$ cat config.mk
export PLATFORM = sky130hd
export DESIGN_NAME = mem_dp_rd_streamer_flat
export DESIGN_NICKNAME = d
export VERILOG_FILES = /design/src/rtl/mem_dp_rd_streamer_if.sv /design/src/rtl/mem_dp_rd_streamer.sv /design/src/flat_wrapper.sv
export SDC_FILE = /design/constraint.sdc
export NUM_CORES = 1
export LEC_CHECK = 0
export CORE_ASPECT_RATIO = 1.5
export CORE_MARGIN = 8
export CORE_UTILIZATION = 51
export DETAILED_ROUTE_END_ITERATION = 10
export GPL_ROUTABILITY_DRIVEN = 1
export PLACE_DENSITY = 0.9
export SYNTH_ARGS = -nofsm -noshare
export SYNTH_HDL_FRONTEND = slang
export SYNTH_SLANG_ARGS = --single-unit
$ cat constraint.sdc
create_clock -name clk -period 5 [get_ports clk]
set_input_delay 1.5 -clock clk [delete_from_list [all_inputs] [get_ports clk]]
set_output_delay 1.5 -clock clk [all_outputs]
set_load 0.02 [all_outputs]
$ cat src/rtl/mem_dp_rd_streamer_if.sv
// Request, RAM-port and output-stream signals of the dual-port RAM read streamer.
// The slave modport is the streamer; the master modport is its environment.
interface mem_dp_rd_streamer_if #(
   parameter int ADR_W  = 9,
   parameter int DATA_W = 16
);
   logic              i_req_valid;
   logic              o_req_ready;
   logic [ADR_W-1:0]  i_req_adr;
   logic [ADR_W-1:0]  i_req_cnt;
   logic              o_mem_en;
   logic [ADR_W-1:0]  o_mem_adr;
   logic [DATA_W-1:0] i_mem_rdata;
   logic              o_data_valid;
   logic [DATA_W-1:0] o_data;
   logic              o_data_last;
   logic              i_data_stall;
   logic              o_done;

   modport slave (
      input  i_req_valid, i_req_adr, i_req_cnt, i_mem_rdata, i_data_stall,
      output o_req_ready, o_mem_en, o_mem_adr, o_data_valid, o_data, o_data_last, o_done
   );

   modport master (
      output i_req_valid, i_req_adr, i_req_cnt, i_mem_rdata, i_data_stall,
      input  o_req_ready, o_mem_en, o_mem_adr, o_data_valid, o_data, o_data_last, o_done
   );
endinterface

$ cat src/rtl/mem_dp_rd_streamer.sv
// Streams a (start address, count) burst out of one RAM read port, hiding the
// one-cycle read latency behind a small credit-limited output buffer.
//
//   state    | meaning
//   ST_IDLE  | ready for a request, nothing pending
//   ST_READ  | issuing reads while buffer credit allows
//   ST_DRAIN | all reads issued, waiting for buffer to empty, then pulse done
module mem_dp_rd_streamer #(
   parameter int ADR_W     = 9,
   parameter int DATA_W    = 16,
   parameter int BUF_DEPTH = 2
) (
   input logic                 clk,
   input logic                 rst,
   mem_dp_rd_streamer_if.slave bus
);
   localparam int PTR_W = (BUF_DEPTH > 1) ? $clog2(BUF_DEPTH) : 1;
   localparam int OCC_W = $clog2(BUF_DEPTH + 1);
   localparam logic [OCC_W:0]   DEPTH_C  = (OCC_W+1)'(BUF_DEPTH);
   localparam logic [PTR_W-1:0] PTR_LAST = PTR_W'(BUF_DEPTH - 1);
   localparam logic [ADR_W:0]   REM_ONE  = (ADR_W+1)'(1);

   typedef enum logic [1:0] {ST_IDLE, ST_READ, ST_DRAIN} state_e;

   state_e            state_q, state_d;
   logic [ADR_W-1:0]  adr_q, adr_d;
   logic [ADR_W:0]    rem_q, rem_d;
   logic              inflight_q, inflight_last_q;
   logic [DATA_W-1:0] buf_data_q [BUF_DEPTH];
   logic [BUF_DEPTH-1:0] buf_last_q;
   logic [PTR_W-1:0]  head_q, tail_q;
   logic [OCC_W-1:0]  occ_q;
   logic [OCC_W:0]    credit;
   logic              data_valid, pop, issue;

   function automatic logic [PTR_W-1:0] ptr_inc(input logic [PTR_W-1:0] p);
      return (p == PTR_LAST) ? '0 : p + 1'b1;
   endfunction

   assign data_valid       = (occ_q != '0);
   assign pop              = data_valid & ~bus.i_data_stall;
   // Words held or in flight after this cycle's pop; an issue must keep this below depth.
   assign credit           = (OCC_W+1)'(occ_q) + (OCC_W+1)'(inflight_q) - (OCC_W+1)'(pop);
   assign bus.o_mem_en     = issue;
   assign bus.o_mem_adr    = adr_q;
   assign bus.o_data_valid = data_valid;
   assign bus.o_data       = data_valid ? buf_data_q[head_q] : '0;
   assign bus.o_data_last  = data_valid & buf_last_q[head_q];

   always_comb begin
      state_d         = state_q;
      adr_d           = adr_q;
      rem_d           = rem_q;
      issue           = 1'b0;
      bus.o_req_ready = 1'b0;
      bus.o_done      = 1'b0;
      case (state_q)
         ST_IDLE: begin
            bus.o_req_ready = 1'b1;
            if (bus.i_req_valid) begin
               adr_d   = bus.i_req_adr;
               // A count of zero means the full address space.
               rem_d   = (bus.i_req_cnt == '0) ? {1'b1, {ADR_W{1'b0}}} : {1'b0, bus.i_req_cnt};
               state_d = ST_READ;
            end
         end
         ST_READ: begin
            if (credit < DEPTH_C) begin
               issue = 1'b1;
               adr_d = adr_q + 1'b1;
               rem_d = rem_q - 1'b1;
               if (rem_q == REM_ONE) state_d = ST_DRAIN;
            end
         end
         ST_DRAIN: begin
            if (occ_q == '0 && !inflight_q) begin
               bus.o_done = 1'b1;
               state_d    = ST_IDLE;
            end
         end
         default: state_d = ST_IDLE;
      endcase
   end

   always_ff @(posedge clk) begin
      if (rst) begin
         state_q         <= ST_IDLE;
         adr_q           <= '0;
         rem_q           <= '0;
         inflight_q      <= 1'b0;
         inflight_last_q <= 1'b0;
         head_q          <= '0;
         tail_q          <= '0;
         occ_q           <= '0;
         buf_last_q      <= '0;
         for (int i = 0; i < BUF_DEPTH; i++) buf_data_q[i] <= '0;
      end else begin
         state_q         <= state_d;
         adr_q           <= adr_d;
         rem_q           <= rem_d;
         inflight_q      <= issue;
         inflight_last_q <= issue && (rem_q == REM_ONE);
         if (inflight_q) begin
            buf_data_q[tail_q] <= bus.i_mem_rdata;
            buf_last_q[tail_q] <= inflight_last_q;
            tail_q             <= ptr_inc(tail_q);
         end
         if (pop) head_q <= ptr_inc(head_q);
         occ_q <= occ_q + OCC_W'(inflight_q) - OCC_W'(pop);
      end
   end
endmodule

$ cat src/flat_wrapper.sv
// flat-port wrapper written by rule: the top's interface ports become plain ports
module mem_dp_rd_streamer_flat 
#(
   parameter int ADR_W     = 9,
   parameter int DATA_W    = 16,
   parameter int BUF_DEPTH = 2
)
  (clk, rst, bus_i_req_valid, bus_i_req_adr, bus_i_req_cnt, bus_i_mem_rdata, bus_i_data_stall, bus_o_req_ready, bus_o_mem_en, bus_o_mem_adr, bus_o_data_valid, bus_o_data, bus_o_data_last, bus_o_done);
  mem_dp_rd_streamer_if #(.ADR_W(ADR_W), .DATA_W(DATA_W)) bus_i ();
  input logic clk;
  input logic rst;
  input wire logic [$bits(bus_i.i_req_valid)-1:0] bus_i_req_valid;
  input wire logic [$bits(bus_i.i_req_adr)-1:0] bus_i_req_adr;
  input wire logic [$bits(bus_i.i_req_cnt)-1:0] bus_i_req_cnt;
  input wire logic [$bits(bus_i.i_mem_rdata)-1:0] bus_i_mem_rdata;
  input wire logic [$bits(bus_i.i_data_stall)-1:0] bus_i_data_stall;
  output wire logic [$bits(bus_i.o_req_ready)-1:0] bus_o_req_ready;
  output wire logic [$bits(bus_i.o_mem_en)-1:0] bus_o_mem_en;
  output wire logic [$bits(bus_i.o_mem_adr)-1:0] bus_o_mem_adr;
  output wire logic [$bits(bus_i.o_data_valid)-1:0] bus_o_data_valid;
  output wire logic [$bits(bus_i.o_data)-1:0] bus_o_data;
  output wire logic [$bits(bus_i.o_data_last)-1:0] bus_o_data_last;
  output wire logic [$bits(bus_i.o_done)-1:0] bus_o_done;
  assign bus_i.i_req_valid = bus_i_req_valid;
  assign bus_i.i_req_adr = bus_i_req_adr;
  assign bus_i.i_req_cnt = bus_i_req_cnt;
  assign bus_i.i_mem_rdata = bus_i_mem_rdata;
  assign bus_i.i_data_stall = bus_i_data_stall;
  assign bus_o_req_ready = bus_i.o_req_ready;
  assign bus_o_mem_en = bus_i.o_mem_en;
  assign bus_o_mem_adr = bus_i.o_mem_adr;
  assign bus_o_data_valid = bus_i.o_data_valid;
  assign bus_o_data = bus_i.o_data;
  assign bus_o_data_last = bus_i.o_data_last;
  assign bus_o_done = bus_i.o_done;
  mem_dp_rd_streamer #(.ADR_W(ADR_W), .DATA_W(DATA_W), .BUF_DEPTH(BUF_DEPTH)) u_core (.clk(clk), .rst(rst), .bus(bus_i));
endmodule
======== Word-level counts from Yosys, hierarchy flattened ========
Memories as Yosys holds them, arrays and structs flattened. A register that Yosys moved wholly into a read port is not among the register bits.
Index checks and enable logic that the tools add are counted.
Widths: inputs -> output; s select.
storage, ports and cells
  bits in registers ....................... 29
  RAM bits ................................ 32
  bits of input ports ..................... 38
  output and inout bits ................... 30
  word-level logic and storage cells ...... 79
  memories ................................ 1
memories
  memory             words  bits a word  read ports  clocked after memory_dff  write ports  RTL line                  RTL
  u_core.buf_data_q  2      16           1           1                         2            mem_dp_rd_streamer.sv:29  logic [DATA_W-1:0] buf_data_q [BUF_DEPTH];
cells by class
  add/subtract/negate cells ............... 8
  order comparisons ....................... 4
  equality and inequality tests ........... 7
  multiplexer cells ....................... 35
  bitwise logic cells ..................... 3
  reduce and logical (&&, ||, !) cells .... 12
operator list
  cell                   count
  $mux 16                2
  $mux 10                3
  $pmux 10 s2            1
  $mux 1                 19
  $mux 9                 2
  $pmux 9 s2             1
  $reduce_or 16->1       1
  $eq 10x1->1 const B    1
  $sub 10x1->10 const B  1
  $add 9x1->9 const B    1
  $logic_not 9->1        1
  $mux 2                 4
  $ne 2x1->1 const B     3
  $pmux 2 s3             1
  $logic_not 2->1        2
  $lt 1x2->1 const B     2
  $reduce_and 4->1       1
  $reduce_bool 2->1      2
  $add 2x1->3            1
  $logic_and 1x1->1      3
  $lt 3x2->1 const B     1
  $reduce_and 3->1       1
  $sub 3x1->3            1
  $add 1x1->1 const B    2
  other kinds (11)       12

======== Depth between registers and ports, before layout ========
  word-level depth ........................ 7
  depth in mapped cells ................... 12

======== Least setup slack after synthesis ========
Ideal clock, no wire load.
  path type ............................... input -> output
  from .................................... input port bus_i_data_stall
  to ...................................... output port bus_o_mem_en
  arrival ................................. 3.044 ns
  data required time ...................... 3.500 ns
  slack ................................... 0.456 ns
  stages .................................. 8
  buffers on the path ..................... 0
  cells stage by stage .................... nor2_1 -> ha_1 -> inv_1 -> ha_1 -> fa_1 -> nor3b_2 -> nand2_1 -> inv_1
on the way
  word-level cells in the longest chain between the ends .. 6
ends and longest elaborated chain
  element               RTL line                  RTL
  start, declared       flat_wrapper.sv:16        input wire logic [$bits(bus_i.i_data_stall)-1:0] bus_i_data_stall;
  $not 1->1             mem_dp_rd_streamer.sv:41  assign pop = data_valid & ~bus.i_data_stall;
  $and 1x1->1           mem_dp_rd_streamer.sv:41
  $sub 3x1->3           mem_dp_rd_streamer.sv:43  assign credit = (OCC_W+1)'(occ_q) + (OCC_W+1)'(inflight_q) - (OCC_W+1)'(pop);
  via u_core.credit[1]  mem_dp_rd_streamer.sv:33  logic [OCC_W:0] credit;
  $lt 3x2->1            mem_dp_rd_streamer.sv:68  if (credit < DEPTH_C) begin
  $mux 1                mem_dp_rd_streamer.sv:68
  $mux 1                mem_dp_rd_streamer.sv:57  case (state_q)
  end, declared         flat_wrapper.sv:18        output wire logic [$bits(bus_i.o_mem_en)-1:0] bus_o_mem_en;
The timed path passes the listed nets, and every way through them passes these cells.

======== Worst setup path after layout ========
  from .................................... input port bus_i_data_stall
  to ...................................... register u_core.state_q[1]
on the way
  word-level cells in the longest chain between the ends .. 6
ends and longest elaborated chain
  element                     RTL line                  RTL
  $not 1->1                   mem_dp_rd_streamer.sv:41
  $and 1x1->1                 mem_dp_rd_streamer.sv:41
  via u_core.pop              mem_dp_rd_streamer.sv:34  logic data_valid, pop, issue;
  $sub 3x1->3                 mem_dp_rd_streamer.sv:43
  via u_core.credit[1]        mem_dp_rd_streamer.sv:33
  $lt 3x2->1                  mem_dp_rd_streamer.sv:68
  $ne 2x1->1 (no line)        n/a
  $reduce_and 4->1 (no line)  n/a
  end signal, assigned        mem_dp_rd_streamer.sv:98  state_q <= state_d;
  end, declared               mem_dp_rd_streamer.sv:25  state_e state_q, state_d;
The timed path passes the listed nets, and every way through them passes these cells.
A chain may end at the register's enable or synchronous reset.

==> impl_metrics.tcl <==
set metrics [dict create \
    status "finished, final reports clean" \
    antenna_found_initial 0 \
    slew_violations 0 \
    ys_seq_area_share_pct 49.7 \
    wl_per_cell_um 15.7 \
    irDropWorstVdd_mv 0.362 \
    tightest_slew_ps 921 \
    yosys_warnings 0 \
    finalWirelength_um 7530 \
    final.setup.tns_ps 0 \
    die_h_um 112 \
    setup_viol 0 \
    p_per_area_nw_per_um2 530 \
    numCtsBuffers 9 \
    ys_top_cells_by_count "and2_1, nor2_1, edfxtp_1" \
    syn_inst 314 \
    fin_skew_ps 8.69 \
    crit_start "bus_i_data_stall" \
    switching_power_mw 0.811 \
    core_area_um2 6040 \
    grt_use_total_pct 17.6 \
    slew_headroom_pct 38.5 \
    syn-num-nets 358 \
    max_freq_mhz 205 \
    yosys-top-cells-area "edfxtp_1, dfxtp_1, and2_1" \
    hp-class "flip-flop to flip-flop" \
    whs_ps 476 \
    drc 0 \
    first_pass_iters 4 \
    crit_path_end "u_core.state_q[1]" \
    synth-edff-count 32 \
    post_drt_via_cell_ratio 5.60 \
    critPathMaxFanout 3 \
    r2r_end "u_core.state_q[1]" \
    pre_cts_slack_ps -505 \
    clock_sinks 62 \
    n_fill_cell 459 \
    cp-start-kind "input pin" \
    async_flop_share_pct 0 \
    num_antenna_cells 0 \
    pin_count 68 \
    crit_arrival_ps 5140 \
    die_x_um 80.1 \
    grt_pass1_vias 2784 \
    route.vias.total 2687 \
    hold_viol 0 \
    start_util_pct 52.0 \
    p_leak_nw 1.55 \
    gr-total-overflow 0 \
    p_int_mw 1.42 \
    syn_area_um2 3140 \
    gp_congestion 0.864 \
    ys_ff_latch 62 \
    root_buffer "clkbuf_8" \
    area_growth_pct 34.1 \
    fin_nets 445 \
    period_needed_ps 4880 \
    synth.avg_cell_area_um2 10.0 \
    r2r_slack_ps 1020 \
    rsz0062_at_grt "false" \
    clk_pin_slew_ps 60 \
    seqPwrFrac_pct 33.9 \
    clock_power_share_pct 20.9 \
    yosys.area.top_type_share_pct 30.6 \
    power_frac_comb_pct 45.2 \
    worstPathRequired_ps 5260 \
    cp-end-kind "flip-flop" \
    reg2reg_depth 24 \
    clock_path_buffers 2 \
    io_buffers 67 \
    placed_cell_area_um2 3880 \
    htreeDepth 3 \
    power.total_mw 2.23 \
    swShare_pct 36.3 \
    fin_ws_ps 121 \
    cts_tree "built" \
    synth_area_leader_cell "edfxtp_1" \
    post-route-period-util_pct 97.6 \
    die_area_um2 8980 \
    drive_gt1_share_pct 12.6 \
    ys_types 51 \
    maxCapViolations 0 \
    drt.antenna.violating_nets 0 \
    grt_start_max_net_pins 31 \
    insertion_delay_ps 330 \
    ys.flop_type "edfxtp_1" \
    drt-initial-drc-count 114 \
    rows 35 \
    r2r-start "u_core.occ_q[1]" \
    dpl.hpwl_um 5300 \
    worst-setup-path-type "input pin to flip-flop" \
    grt_first_pass_wirelength_um 12700 \
    final_area_um2 4210 \
]
-- worst min path at each step --
stage	cells after the start	to	startpoint	slack [ps]
6_report	2	u_core.buf_last_q[0]	u_core.buf_last_q[0]	480
5_1_grt	2	u_core.buf_last_q[0]	u_core.inflight_last_q	490
4_1_cts	2	u_core.buf_last_q[1]	u_core.inflight_last_q	480
3_5_place_dp	2	u_core.buf_last_q[1]	u_core.inflight_last_q	450
3_3_place_gp	2	u_core.buf_last_q[1]	u_core.inflight_last_q	430
2_1_floorplan	2	u_core.buf_last_q[0]	u_core.inflight_last_q	420
-- registers in the layout (all words and copies together) (netlist names), named ones only --
signal,flops
u_core.buf_data_q,32
u_core.inflight_q,1
u_core.inflight_last_q,1
u_core.buf_last_q,2
u_core.occ_q,2
u_core.rem_q,10
u_core.tail_q,1
u_core.bus.o_mem_adr,9
u_core.head_q,1
u_core.state_q,2
-- cell type report --
type                            count  area (um^2)  area share (%)
Sequential cell                    62         1560            37.1
Multi-Input combinational cell    220         1420            33.8
Timing Repair Buffer               93          866            20.5
Clock buffer                       10          128            3.03
Tap cell                           74         92.6            2.20
Clock inverter                      6         86.3            2.05
Inverter                           15         56.3            1.34
-- stage by stage --
stage / std cells / util (%)
global route: 480 / 69.7
detailed placement: 449 / 64.3
global placement: 449 / 64.3
finish: 480 / 69.7
floorplan: 314 / -
CTS: 480 / 69.7
-- repair_timing --
action                                  4_1_cts  5_1_grt
pin swaps                                     3        1
gates resized for setup                       8        0
setup buffers                                15        0
hold buffers                                  0        0
endpoints found under the setup margin        1        1
-- layout by cell type, fill, tap and decap left out, types with 10 or more instances in the layout --
master	n
and2_1	34
edfxtp_1	32
nor2_1	34
mux2i_1	18
inv_1	15
buf_4	26
a21oi_1	15
dfxtp_1	30
nor3_1	10
clkdlybuf4s50_1	65
nand2_1	17
-- critical path: stages --
cell and delay (ps):
dlygate4sd2_1 240, nor2_1 150, ha_1 240, inv_1 60, ha_2 170, fa_1 460
nor3b_2 220, nand2_1 90, buf_4 140, buf_4 120, buf_4 130, buf_4 130
buf_4 120, buf_4 120, buf_4 120, buf_4 130, buf_4 130, buf_4 120
buf_4 120, buf_4 120, buf_4 120, buf_4 130, o22a_1 160, nor2_1 90
-- layer usage --
layer  GRT usage [%]  wire length [um]
met5               0                 0
met2            31.1              3910
met1            17.5              2790
met4            10.7               280
met3            4.40               549
-- logic make-up after synthesis --
logic type	synth area share [%]
AND/OR/NAND/NOR	22.9
XOR/XNOR	1.08
flip-flops	49.7
multiplexers	6.09
adder cells (fa/ha/maj)	2.63
buffers and inverters	5.06
AO/OA/AOI/OAI	12.6
-- power groups by stage --
stage	registers, mW	logic, mW	clock network, mW
2_1_floorplan	0.747	0.556	0
3_3_place_gp	0.759	0.849	0
3_5_place_dp	0.767	0.873	0
4_1_cts	0.757	0.988	0.474
5_1_grt	0.773	1.09	0.495
6_report	0.757	1.01	0.466
No activity file was read; power rests on OpenSTA's default activity.
